### src/rtl/mac_dot_seq_pkg.sv
// Shared definitions for the dot-product sequencer and other MAC clients:
// op encodings, FSM states, pipeline latency and guard-bit lane layout.
package mac_dot_seq_pkg;

   localparam int MAC_LAT_DEF = 3;

   localparam logic [1:0] OP_CLR  = 2'b00;
   localparam logic [1:0] OP_LOAD = 2'b01;
   localparam logic [1:0] OP_ACC  = 2'b10;
   localparam logic [1:0] OP_SAT  = 2'b11;

   // Dual 8x8 mode splits the 40-bit accumulator into two 20-bit lanes
   localparam int LANE_W          = 16;
   localparam int GUARD_W         = 4;
   localparam int LANE0_GUARD_LSB = 0;
   localparam int LANE1_GUARD_LSB = 4;

   typedef enum logic [2:0] {
      S_IDLE,
      S_LOAD,
      S_ACC,
      S_SAT,
      S_WAIT
   } state_t;

   function automatic logic ovf_calc(input logic       mode,
                                     input logic [31:0] res,
                                     input logic [7:0]  prot);
      logic ovf;
      logic ovf0;
      logic ovf1;
      ovf0 = (prot[LANE0_GUARD_LSB +: GUARD_W] != {GUARD_W{res[LANE_W-1]}});
      ovf1 = (prot[LANE1_GUARD_LSB +: GUARD_W] != {GUARD_W{res[2*LANE_W-1]}});
      if (!mode)
         ovf = (prot != {8{res[31]}});
      else
         ovf = ovf0 | ovf1;
      return ovf;
   endfunction

endpackage

### src/rtl/mac_dot_seq_if.sv
// Command, operand-stream, MAC-port and status bundle of the dot-product sequencer.
// The slave modport is the sequencer's view; master is the surrounding environment.
interface mac_dot_seq_if #(parameter int LEN_W = 8);

   logic             start;
   logic [LEN_W-1:0] len;
   logic             mode;
   logic             sat;
   logic             in_valid;
   logic             in_ready;
   logic [15:0]      in_a;
   logic [15:0]      in_b;

   logic [2:0]       mac_instruction;
   logic [15:0]      mac_multiplier;
   logic [15:0]      mac_multiplicand;
   logic             mac_stall;
   logic [31:0]      mac_result;
   logic [7:0]       mac_protect;

   logic             busy;
   logic             done;
   logic [31:0]      dot_result;
   logic [7:0]       dot_protect;
   logic             dot_overflow;

   modport slave (
      input  start, len, mode, sat, in_valid, in_a, in_b,
      input  mac_result, mac_protect,
      output in_ready,
      output mac_instruction, mac_multiplier, mac_multiplicand, mac_stall,
      output busy, done, dot_result, dot_protect, dot_overflow
   );

   modport master (
      output start, len, mode, sat, in_valid, in_a, in_b,
      output mac_result, mac_protect,
      input  in_ready,
      input  mac_instruction, mac_multiplier, mac_multiplicand, mac_stall,
      input  busy, done, dot_result, dot_protect, dot_overflow
   );

endinterface

### src/rtl/mac_dot_seq_lat_tag.sv
// Fixed-depth 1-bit tag delay matching a MAC pipeline; tag_out rises DEPTH
// cycles after tag_in was registered.
module mac_lat_tag
   import mac_dot_seq_pkg::*;
#(
   parameter int DEPTH = MAC_LAT_DEF
) (
   input  logic clk,
   input  logic reset_n,
   input  logic tag_in,
   output logic tag_out
);

   logic [DEPTH-1:0] sr_q;

   generate
      if (DEPTH == 1) begin : g_single
         always_ff @(posedge clk or negedge reset_n) begin
            if (!reset_n) sr_q <= '0;
            else          sr_q <= tag_in;
         end
      end else begin : g_multi
         always_ff @(posedge clk or negedge reset_n) begin
            if (!reset_n) sr_q <= '0;
            else          sr_q <= {sr_q[DEPTH-2:0], tag_in};
         end
      end
   endgenerate

   assign tag_out = sr_q[DEPTH-1];

endmodule

### src/rtl/mac_dot_seq.sv
// Dot-product sequencer: feeds LOAD/ACC/SAT to the MAC, follows the last op
// through the MAC latency and captures the final {protect,result}.
//
// state  | meaning
// IDLE   | waiting for start; MAC held in CLR
// LOAD   | accepting first pair (LOAD op)
// ACC    | accepting remaining pairs; zero-operand ACC on starvation
// SAT    | single SAT op after the last pair
// WAIT   | zero ACC bubbles until the last tag reaches the result port
module mac_dot_seq
   import mac_dot_seq_pkg::*;
#(
   parameter int LEN_W   = 8,
   parameter int MAC_LAT = MAC_LAT_DEF
) (
   input logic          clk,
   input logic          reset_n,
   mac_dot_seq_if.slave bus
);

   state_t           state_q, state_d;
   logic [LEN_W-1:0] rem_q, rem_d;
   logic             mode_q, mode_d;
   logic             sat_q, sat_d;
   logic             busy_q, busy_d;
   logic             done_q, done_d;
   logic             last_q, last_d;
   logic [2:0]       instr_q, instr_d;
   logic [15:0]      mult_q, mult_d;
   logic [15:0]      mcand_q, mcand_d;
   logic [31:0]      res_q;
   logic [7:0]       prot_q;
   logic             ovf_q;
   logic             in_ready;
   logic             accept;
   logic             zero_cmd;
   logic             tag_out;

   assign in_ready = (state_q == S_LOAD) || (state_q == S_ACC);
   assign accept   = bus.in_valid & in_ready;
   assign zero_cmd = (state_q == S_IDLE) & bus.start & (bus.len == '0);

   always_comb begin
      state_d = state_q;
      rem_d   = rem_q;
      mode_d  = mode_q;
      sat_d   = sat_q;
      busy_d  = busy_q;
      last_d  = 1'b0;
      instr_d = {mode_q, OP_ACC};
      mult_d  = '0;
      mcand_d = '0;
      done_d  = tag_out | zero_cmd;

      case (state_q)
         S_IDLE: begin
            instr_d = {mode_q, OP_CLR};
            if (bus.start && (bus.len != '0)) begin
               rem_d   = bus.len;
               mode_d  = bus.mode;
               sat_d   = bus.sat;
               busy_d  = 1'b1;
               state_d = S_LOAD;
            end
         end
         S_LOAD, S_ACC: begin
            if (accept) begin
               instr_d = {mode_q, (state_q == S_LOAD) ? OP_LOAD : OP_ACC};
               mult_d  = bus.in_a;
               mcand_d = bus.in_b;
               rem_d   = rem_q - LEN_W'(1);
               if (rem_q == LEN_W'(1)) begin
                  last_d  = ~sat_q;
                  state_d = sat_q ? S_SAT : S_WAIT;
               end else begin
                  state_d = S_ACC;
               end
            end else if (state_q == S_LOAD) begin
               // nothing accumulated yet, keep the MAC cleared
               instr_d = {mode_q, OP_CLR};
            end
         end
         S_SAT: begin
            instr_d = {mode_q, OP_SAT};
            last_d  = 1'b1;
            state_d = S_WAIT;
         end
         S_WAIT: begin
            if (tag_out) begin
               busy_d  = 1'b0;
               state_d = S_IDLE;
            end
         end
         default: state_d = S_IDLE;
      endcase
   end

   always_ff @(posedge clk or negedge reset_n) begin
      if (!reset_n) begin
         state_q <= S_IDLE;
         rem_q   <= '0;
         mode_q  <= 1'b0;
         sat_q   <= 1'b0;
         busy_q  <= 1'b0;
         done_q  <= 1'b0;
         last_q  <= 1'b0;
         instr_q <= '0;
         mult_q  <= '0;
         mcand_q <= '0;
      end else begin
         state_q <= state_d;
         rem_q   <= rem_d;
         mode_q  <= mode_d;
         sat_q   <= sat_d;
         busy_q  <= busy_d;
         done_q  <= done_d;
         last_q  <= last_d;
         instr_q <= instr_d;
         mult_q  <= mult_d;
         mcand_q <= mcand_d;
      end
   end

   // last_q is high while the final op sits on the MAC ports, so the tag
   // leaves the delay line exactly when that op's result is visible
   mac_lat_tag #(.DEPTH(MAC_LAT)) u_tag (
      .clk     (clk),
      .reset_n (reset_n),
      .tag_in  (last_q),
      .tag_out (tag_out)
   );

   always_ff @(posedge clk or negedge reset_n) begin
      if (!reset_n) begin
         res_q  <= '0;
         prot_q <= '0;
         ovf_q  <= 1'b0;
      end else if (tag_out) begin
         res_q  <= bus.mac_result;
         prot_q <= bus.mac_protect;
         ovf_q  <= ovf_calc(mode_q, bus.mac_result, bus.mac_protect);
      end else if (zero_cmd) begin
         res_q  <= '0;
         prot_q <= '0;
         ovf_q  <= 1'b0;
      end
   end

   assign bus.in_ready         = in_ready;
   assign bus.mac_instruction  = instr_q;
   assign bus.mac_multiplier   = mult_q;
   assign bus.mac_multiplicand = mcand_q;
   assign bus.mac_stall        = 1'b0;
   assign bus.busy             = busy_q;
   assign bus.done             = done_q;
   assign bus.dot_result       = res_q;
   assign bus.dot_protect      = prot_q;
   assign bus.dot_overflow     = ovf_q;

endmodule

### src/flat_wrapper.sv
// flat-port wrapper written by rule: the top's interface ports become plain ports
module mac_dot_seq_flat import mac_dot_seq_pkg::*;
#(
   parameter int LEN_W   = 8,
   parameter int MAC_LAT = MAC_LAT_DEF
)
  (clk, reset_n, bus_start, bus_len, bus_mode, bus_sat, bus_in_valid, bus_in_a, bus_in_b, bus_mac_result, bus_mac_protect, bus_in_ready, bus_mac_instruction, bus_mac_multiplier, bus_mac_multiplicand, bus_mac_stall, bus_busy, bus_done, bus_dot_result, bus_dot_protect, bus_dot_overflow);
  mac_dot_seq_if #(.LEN_W(LEN_W)) bus_i ();
  input logic clk;
  input logic reset_n;
  input wire logic [$bits(bus_i.start)-1:0] bus_start;
  input wire logic [$bits(bus_i.len)-1:0] bus_len;
  input wire logic [$bits(bus_i.mode)-1:0] bus_mode;
  input wire logic [$bits(bus_i.sat)-1:0] bus_sat;
  input wire logic [$bits(bus_i.in_valid)-1:0] bus_in_valid;
  input wire logic [$bits(bus_i.in_a)-1:0] bus_in_a;
  input wire logic [$bits(bus_i.in_b)-1:0] bus_in_b;
  input wire logic [$bits(bus_i.mac_result)-1:0] bus_mac_result;
  input wire logic [$bits(bus_i.mac_protect)-1:0] bus_mac_protect;
  output wire logic [$bits(bus_i.in_ready)-1:0] bus_in_ready;
  output wire logic [$bits(bus_i.mac_instruction)-1:0] bus_mac_instruction;
  output wire logic [$bits(bus_i.mac_multiplier)-1:0] bus_mac_multiplier;
  output wire logic [$bits(bus_i.mac_multiplicand)-1:0] bus_mac_multiplicand;
  output wire logic [$bits(bus_i.mac_stall)-1:0] bus_mac_stall;
  output wire logic [$bits(bus_i.busy)-1:0] bus_busy;
  output wire logic [$bits(bus_i.done)-1:0] bus_done;
  output wire logic [$bits(bus_i.dot_result)-1:0] bus_dot_result;
  output wire logic [$bits(bus_i.dot_protect)-1:0] bus_dot_protect;
  output wire logic [$bits(bus_i.dot_overflow)-1:0] bus_dot_overflow;
  assign bus_i.start = bus_start;
  assign bus_i.len = bus_len;
  assign bus_i.mode = bus_mode;
  assign bus_i.sat = bus_sat;
  assign bus_i.in_valid = bus_in_valid;
  assign bus_i.in_a = bus_in_a;
  assign bus_i.in_b = bus_in_b;
  assign bus_i.mac_result = bus_mac_result;
  assign bus_i.mac_protect = bus_mac_protect;
  assign bus_in_ready = bus_i.in_ready;
  assign bus_mac_instruction = bus_i.mac_instruction;
  assign bus_mac_multiplier = bus_i.mac_multiplier;
  assign bus_mac_multiplicand = bus_i.mac_multiplicand;
  assign bus_mac_stall = bus_i.mac_stall;
  assign bus_busy = bus_i.busy;
  assign bus_done = bus_i.done;
  assign bus_dot_result = bus_i.dot_result;
  assign bus_dot_protect = bus_i.dot_protect;
  assign bus_dot_overflow = bus_i.dot_overflow;
  mac_dot_seq #(.LEN_W(LEN_W), .MAC_LAT(MAC_LAT)) u_core (.clk(clk), .reset_n(reset_n), .bus(bus_i));
endmodule
### config.mk
export PLATFORM = sky130hd
export DESIGN_NAME = mac_dot_seq_flat
export DESIGN_NICKNAME = d
export VERILOG_FILES = /design/src/rtl/mac_dot_seq_pkg.sv /design/src/rtl/mac_dot_seq_if.sv /design/src/rtl/mac_dot_seq_lat_tag.sv /design/src/rtl/mac_dot_seq.sv /design/src/flat_wrapper.sv
export SDC_FILE = /design/constraint.sdc
export NUM_CORES = 1
export LEC_CHECK = 0
export BUFFER_PORTS_ARGS = -buffer_cell sky130_fd_sc_hd__buf_2
export CAP_MARGIN = 15
export CELL_PAD_IN_SITES_DETAIL_PLACEMENT = 1
export CELL_PAD_IN_SITES_GLOBAL_PLACEMENT = 1
export CORE_UTILIZATION = 36
export CTS_CLUSTER_DIAMETER = 40
export DETAILED_ROUTE_END_ITERATION = 16
export PLACE_DENSITY_LB_ADDON = 0.1
export SETUP_SLACK_MARGIN = 0.02
export SYNTH_ARGS = -nofsm -noshare
export SYNTH_HDL_FRONTEND = slang
export SYNTH_SLANG_ARGS = --single-unit
export TNS_END_PERCENT = 1
### constraint.sdc
create_clock -name clk -period 5.6 [get_ports clk]
set_input_delay 1.12 -clock clk [delete_from_list [all_inputs] [get_ports clk]]
set_output_delay 1.12 -clock clk [all_outputs]
set_load 0.02 [all_outputs]
# Word level (Yosys, flattened, before mapping)
# Index checks and enable logic that the tools add are counted.
# word_totals
ff_bits	95
input_bits	86
out_inout_bits	80
wordCells	75
# classes
addsub	1
n_eq_ne	11
muxes	30
bitwise	6
n_reduce_logical	13
# op_table
operator	count
16-bit 2-to-1 mux	4
32-bit 2-to-1 mux	2
8-bit 2-to-1 mux	4
8-bit one-hot mux with 2 select lines	1
3-bit 2-to-1 mux	5
3-bit one-hot mux with 4 select lines	1
3-bit AND reduction	3
8-bit by 1-bit == test with 1-bit output, second input constant	1
8-bit logical NOT	1
4-bit inequality test	2
8-bit inequality test	1
8-bit nonzero test	1
8-bit by 1-bit subtractor with 8-bit output, second input constant	1
1-bit 2-to-1 mux	7
3-bit by 2-bit == test with 1-bit output, second input constant	2
2-bit 2-to-1 mux	3
2-bit one-hot mux with 3 select lines	1
2-bit nonzero test	3
2-bit inequality test, second input constant	2
1-bit one-hot mux with 2 select lines	2
1-bit bitwise AND	3
3-bit by 1-bit == test with 1-bit output, second input constant	1
3-bit == test, second input constant	1
3-bit logical NOT	1
other kinds (7)	8

# Longest topological paths before layout
# depth
depth_word	5
mapped_depth	8
depth_no_buf	7

# By module
# From an unflattened synthesis, not the netlist that was laid out.
# hier_totals
hier_cells	294
area_unflattened_um2	3696.0
# modules_own_cells
module	instances	cells_per_inst	area_each_um2	seq_area_each_um2
mac_dot_seq	1	291	3621.0	2302.2
mac_lat_tag	1	3	75.1	75.1

# Worst setup path before layout
# No wires, ideal clock.
# synth_timing
path_kind	register -> output
startpoint	reg u_core.state_q[2]
endpoint	out bus_in_ready
t_arrival_ns	1.420
required_time_ns	4.480
setup_slack_ns	3.060
stages_incl_launch_ff	6
path_buffers	3
path_cell_list	dfrtp_1 -> buf_2 -> or2_2 -> clkbuf_1 -> inv_2 -> clkbuf_1
# synth_between
elab_chain_len	2
elab_cells_between_ends	3
cone_classes	eq/ne (2); reduce/logical (1)
# synth_lines
item	line	source
start: declaration	mac_dot_seq.sv:21	state_t state_q, state_d;
start signal: assignment	mac_dot_seq.sv:111	state_q <= state_d;
3-bit by 1-bit == test with 1-bit output / 3-bit by 2-bit == test with 1-bit output (equally long branches)	mac_dot_seq.sv:39	assign in_ready = (state_q == S_LOAD) || (state_q == S_ACC);
1-bit logical OR *	mac_dot_seq.sv:39	
end: declaration	flat_wrapper.sv:20	output wire logic [$bits(bus_i.in_ready)-1:0] bus_in_ready;
# Mark *: on every way between the ends. The rest lies on a longest branch, timed or not.

# Worst setup path after layout
# layout_timing
startpoint	reg u_core.state_q[0]
endpoint	out bus_in_ready
# The elaborated chain is that of the path after synthesis.

==> impl_metrics.ini <==
[timing]
timing.fmax_mhz = 290.8
max_slew_margin_pct = 54.64
layout_min_cycle_time_ns = 3.439
rsz0062_at_grt = false
timing.hold.ws_ns = 0.3538
hold_violations = 0
tightest_slew_ns = 0.6795
final-max-slew-violation-count = 0
fin_skew_ns = 0.01012
period_share_pct = 61.42
setup_viol = 0
timing.setup.tns_ns = 0
fin_ws_ns = 2.161

[place]
preCtsSetupSlack_ns = 2.584
dpl_cell_area_um2 = 4618
gp_congestion = 0.8285
dp_hpwl_um = 6953
port_buffers = 164

[outcome]
status = complete, no violations

[clock_tree]
cts_resized = 0
clkSinkCount = 95
cts_buffer_depth = 2
clkLatencyLatePin_ns = 0.35
ctsHoldBuffers = 0
cts_buffers = 9
clk_pin_slew_ns = 0.09
cts_tree = built
cts.htree.levels = 3
postCtsSetupBuffers = 0
root_buffer = clkbuf_8

[detailed_routing]
dr.max_layer_used = met4
drtPass1Iterations = 4
wl_met3_um = 702
wl_per_cell_um = 16.35
met1_length_um = 4044
routed-via-count = 2990
finalWirelength_um = 9677
vias_per_cell = 5.051
drt_drc_violations_left = 0
routed-wl-met2_um = 4797
drt-initial-drc-count = 111
drtAntennaViolNets = 0

[cells_and_area]
synthToLayoutAreaGrowth_pct = 29.76
finalInstanceArea_um2 = 4812
nNetsFinal = 542
final_util_pct = 48.78
drive_gt1_share_pct = 42.58

[power]
p_per_area_nw_per_um2 = 573.8
ir_worst_vdd_uv = 226.8
p_leak_nw = 2.658

[die]
dieArea_um2 = 10710
chipWidth_um = 103.5
initial_core_util_pct = 37.60
core_um2 = 9864
io_pins = 166
rows = 36
die_y_um = 103.5

[logic_synthesis]
synthTopCellsByCount = dfrtp_1 (95), a22o_1 (41), and3_1 (32), clkbuf_1 (14)
syn-num-nets = 387
synth_area_per_cell_um2 = 12.40
synthFlopType = dfrtp_1
yosysSeqAreaShare_pct = 64.10
netlist_area_um2 = 3709
syn_inst = 299
synth_edf_count = 0
yosys_warnings = 0
yosys.area.top_type = dfrtp_1
async_flop_share_pct = 100.0
synth_seq_cells = 95
synth.area.top_cells = dfrtp_1 (64%), a22o_1 (9.7%), and3_1 (5.4%)
synth_top_area_share_pct = 64.10
ys_types = 43
yosysMostFrequentCell = dfrtp_1

[global_routing]
antenna_found_initial = 1
grt_max_degree = 52
grt.overflow.total = 0
track_usage_pct = 18.53
grt_pass1_vias = 3018
grt_pass1_wl_um = 15010

[job]
drv_cap = 0

[setup_path]
crit_slowest_cell = inv_2
worstPathRequired_ns = 4.48
path_buf_inv = 2
start_kind = flip-flop
cpLargestDelayFamily = buffers and inverters
critical-path-max-stage-delay_ns = 0.55
r2r-start = u_core.state_q[0]
critPathArrivalTime_ns = 2.32
path_class = reg2out
cp-startpoint = u_core.state_q[0]
cp-end-kind = output pin
path_cells = xnor2_1, or2_2, inv_2, buf_2
crit_fanout = 44

[worst_hold_path]
hp-start = u_core.last_q
hold_class = reg2reg
## worst paths after layout
| path | endpoint | slack [ns] | depth (start not counted) |
|---|---|---|---|
| max | bus_in_ready | 2.16 | 4 |
| min | u_core.u_tag.sr_q[0] | 0.35 | 0 |
| max reg2reg | u_core.rem_q[1] | 3.27 | 6 |
| min reg2reg | u_core.u_tag.sr_q[0] | 0.35 | 0 |
| max in group asynchronous | u_core.bus.dot_result[0] | 3.78 | 2 |
| min in group asynchronous | u_core.bus.dot_result[13] | 0.79 | 1 |
## worst reg2reg max path: stages (launching register included)
cell and delay, ns:
dfrtp_1 0.52, xnor2_1 0.19, or2_2 0.42, inv_2 0.55, a21boi_4 0.21, a211oi_2 0.26
a21oi_1 0.07
## per-stage QoR
step           std cells  total power (W)
2_1_floorplan        299         0.001934
3_3_place_gp         576         0.002301
3_5_place_dp         576         0.002339
4_1_cts              591         0.002797
5_1_grt              592         0.002956
6_report             592         0.002761
## cells by family after synthesis
family | count (synthesis) | share of synthesized area (%)
buffers and inverters | 31 | 3.644
other | 1 | 0.1011
AND/OR/NAND/NOR | 85 | 13.19
adder cells (fa/ha/maj) | 3 | 0.9446
XOR/XNOR | 1 | 0.2362
multiplexers | 2 | 0.6072
flip-flops | 95 | 64.10
AO/OA/AOI/OAI | 81 | 17.17
## cell type report
class	instances	area (um^2)
fillers	1125	5052
repair buffers	167	845.8
well taps	133	166.4
clock inverters	6	67.56
diodes	1	2.502
clock buffers	9	123.9
flip-flops and latches	95	2377
inverters	8	30.03
multi-input cells	173	1199
## routing by layer
layer | global-route usage [%] | up-vias
li1 | - | 1401
met2 | 31.23 | 102
met3 | 4.637 | 12
met1 | 22.96 | 1475
met5 | 0 | -
met4 | 7.042 | 0
## flip-flops by register name, summed over array words and instances (netlist names)
signal / count
u_core.bus.dot_result: 32
u_core.bus.mac_multiplicand: 16
u_core.bus.mac_multiplier: 16
u_core.bus.dot_protect: 8
u_core.rem_q: 8
u_core.bus.mac_instruction: 3
u_core.state_q: 3
u_core.u_tag.sr_q: 3
u_core.bus.busy: 1
u_core.bus.done: 1
u_core.bus.dot_overflow: 1
u_core.last_q: 1
u_core.mode_q: 1
u_core.sat_q: 1
## report_power, final
group | total (W) | switching, W | internal (W)
sequential | 0.00111 | 0.000162 | 0.000949
combinational | 0.00121 | 0.000759 | 0.000447
clock | 0.000444 | 0.000238 | 0.000206
## cell usage in the layout, fill, tap and decap left out, types with 2 or more instances in the layout
cell type / n
inv_6: 2
nand2_1: 12
nor2b_1: 3
a31oi_1: 2
o21ai_0: 9
mux2_2: 2
buf_4: 4
nor4_1: 5
nor2_1: 7
and3_1: 32
a21oi_1: 12
a22oi_1: 2
or2_2: 2
or4b_4: 2
o211ai_1: 2
o21ai_1: 2
nand3_1: 7
ha_1: 2
a22o_1: 41
clkinvlp_4: 2
nor3_1: 9
inv_1: 7
dfrtp_1: 95
o2bb2ai_1: 2
nand4_1: 2
clkbuf_8: 9
buf_2: 163
No activity file was read; power rests on OpenSTA's default activity.
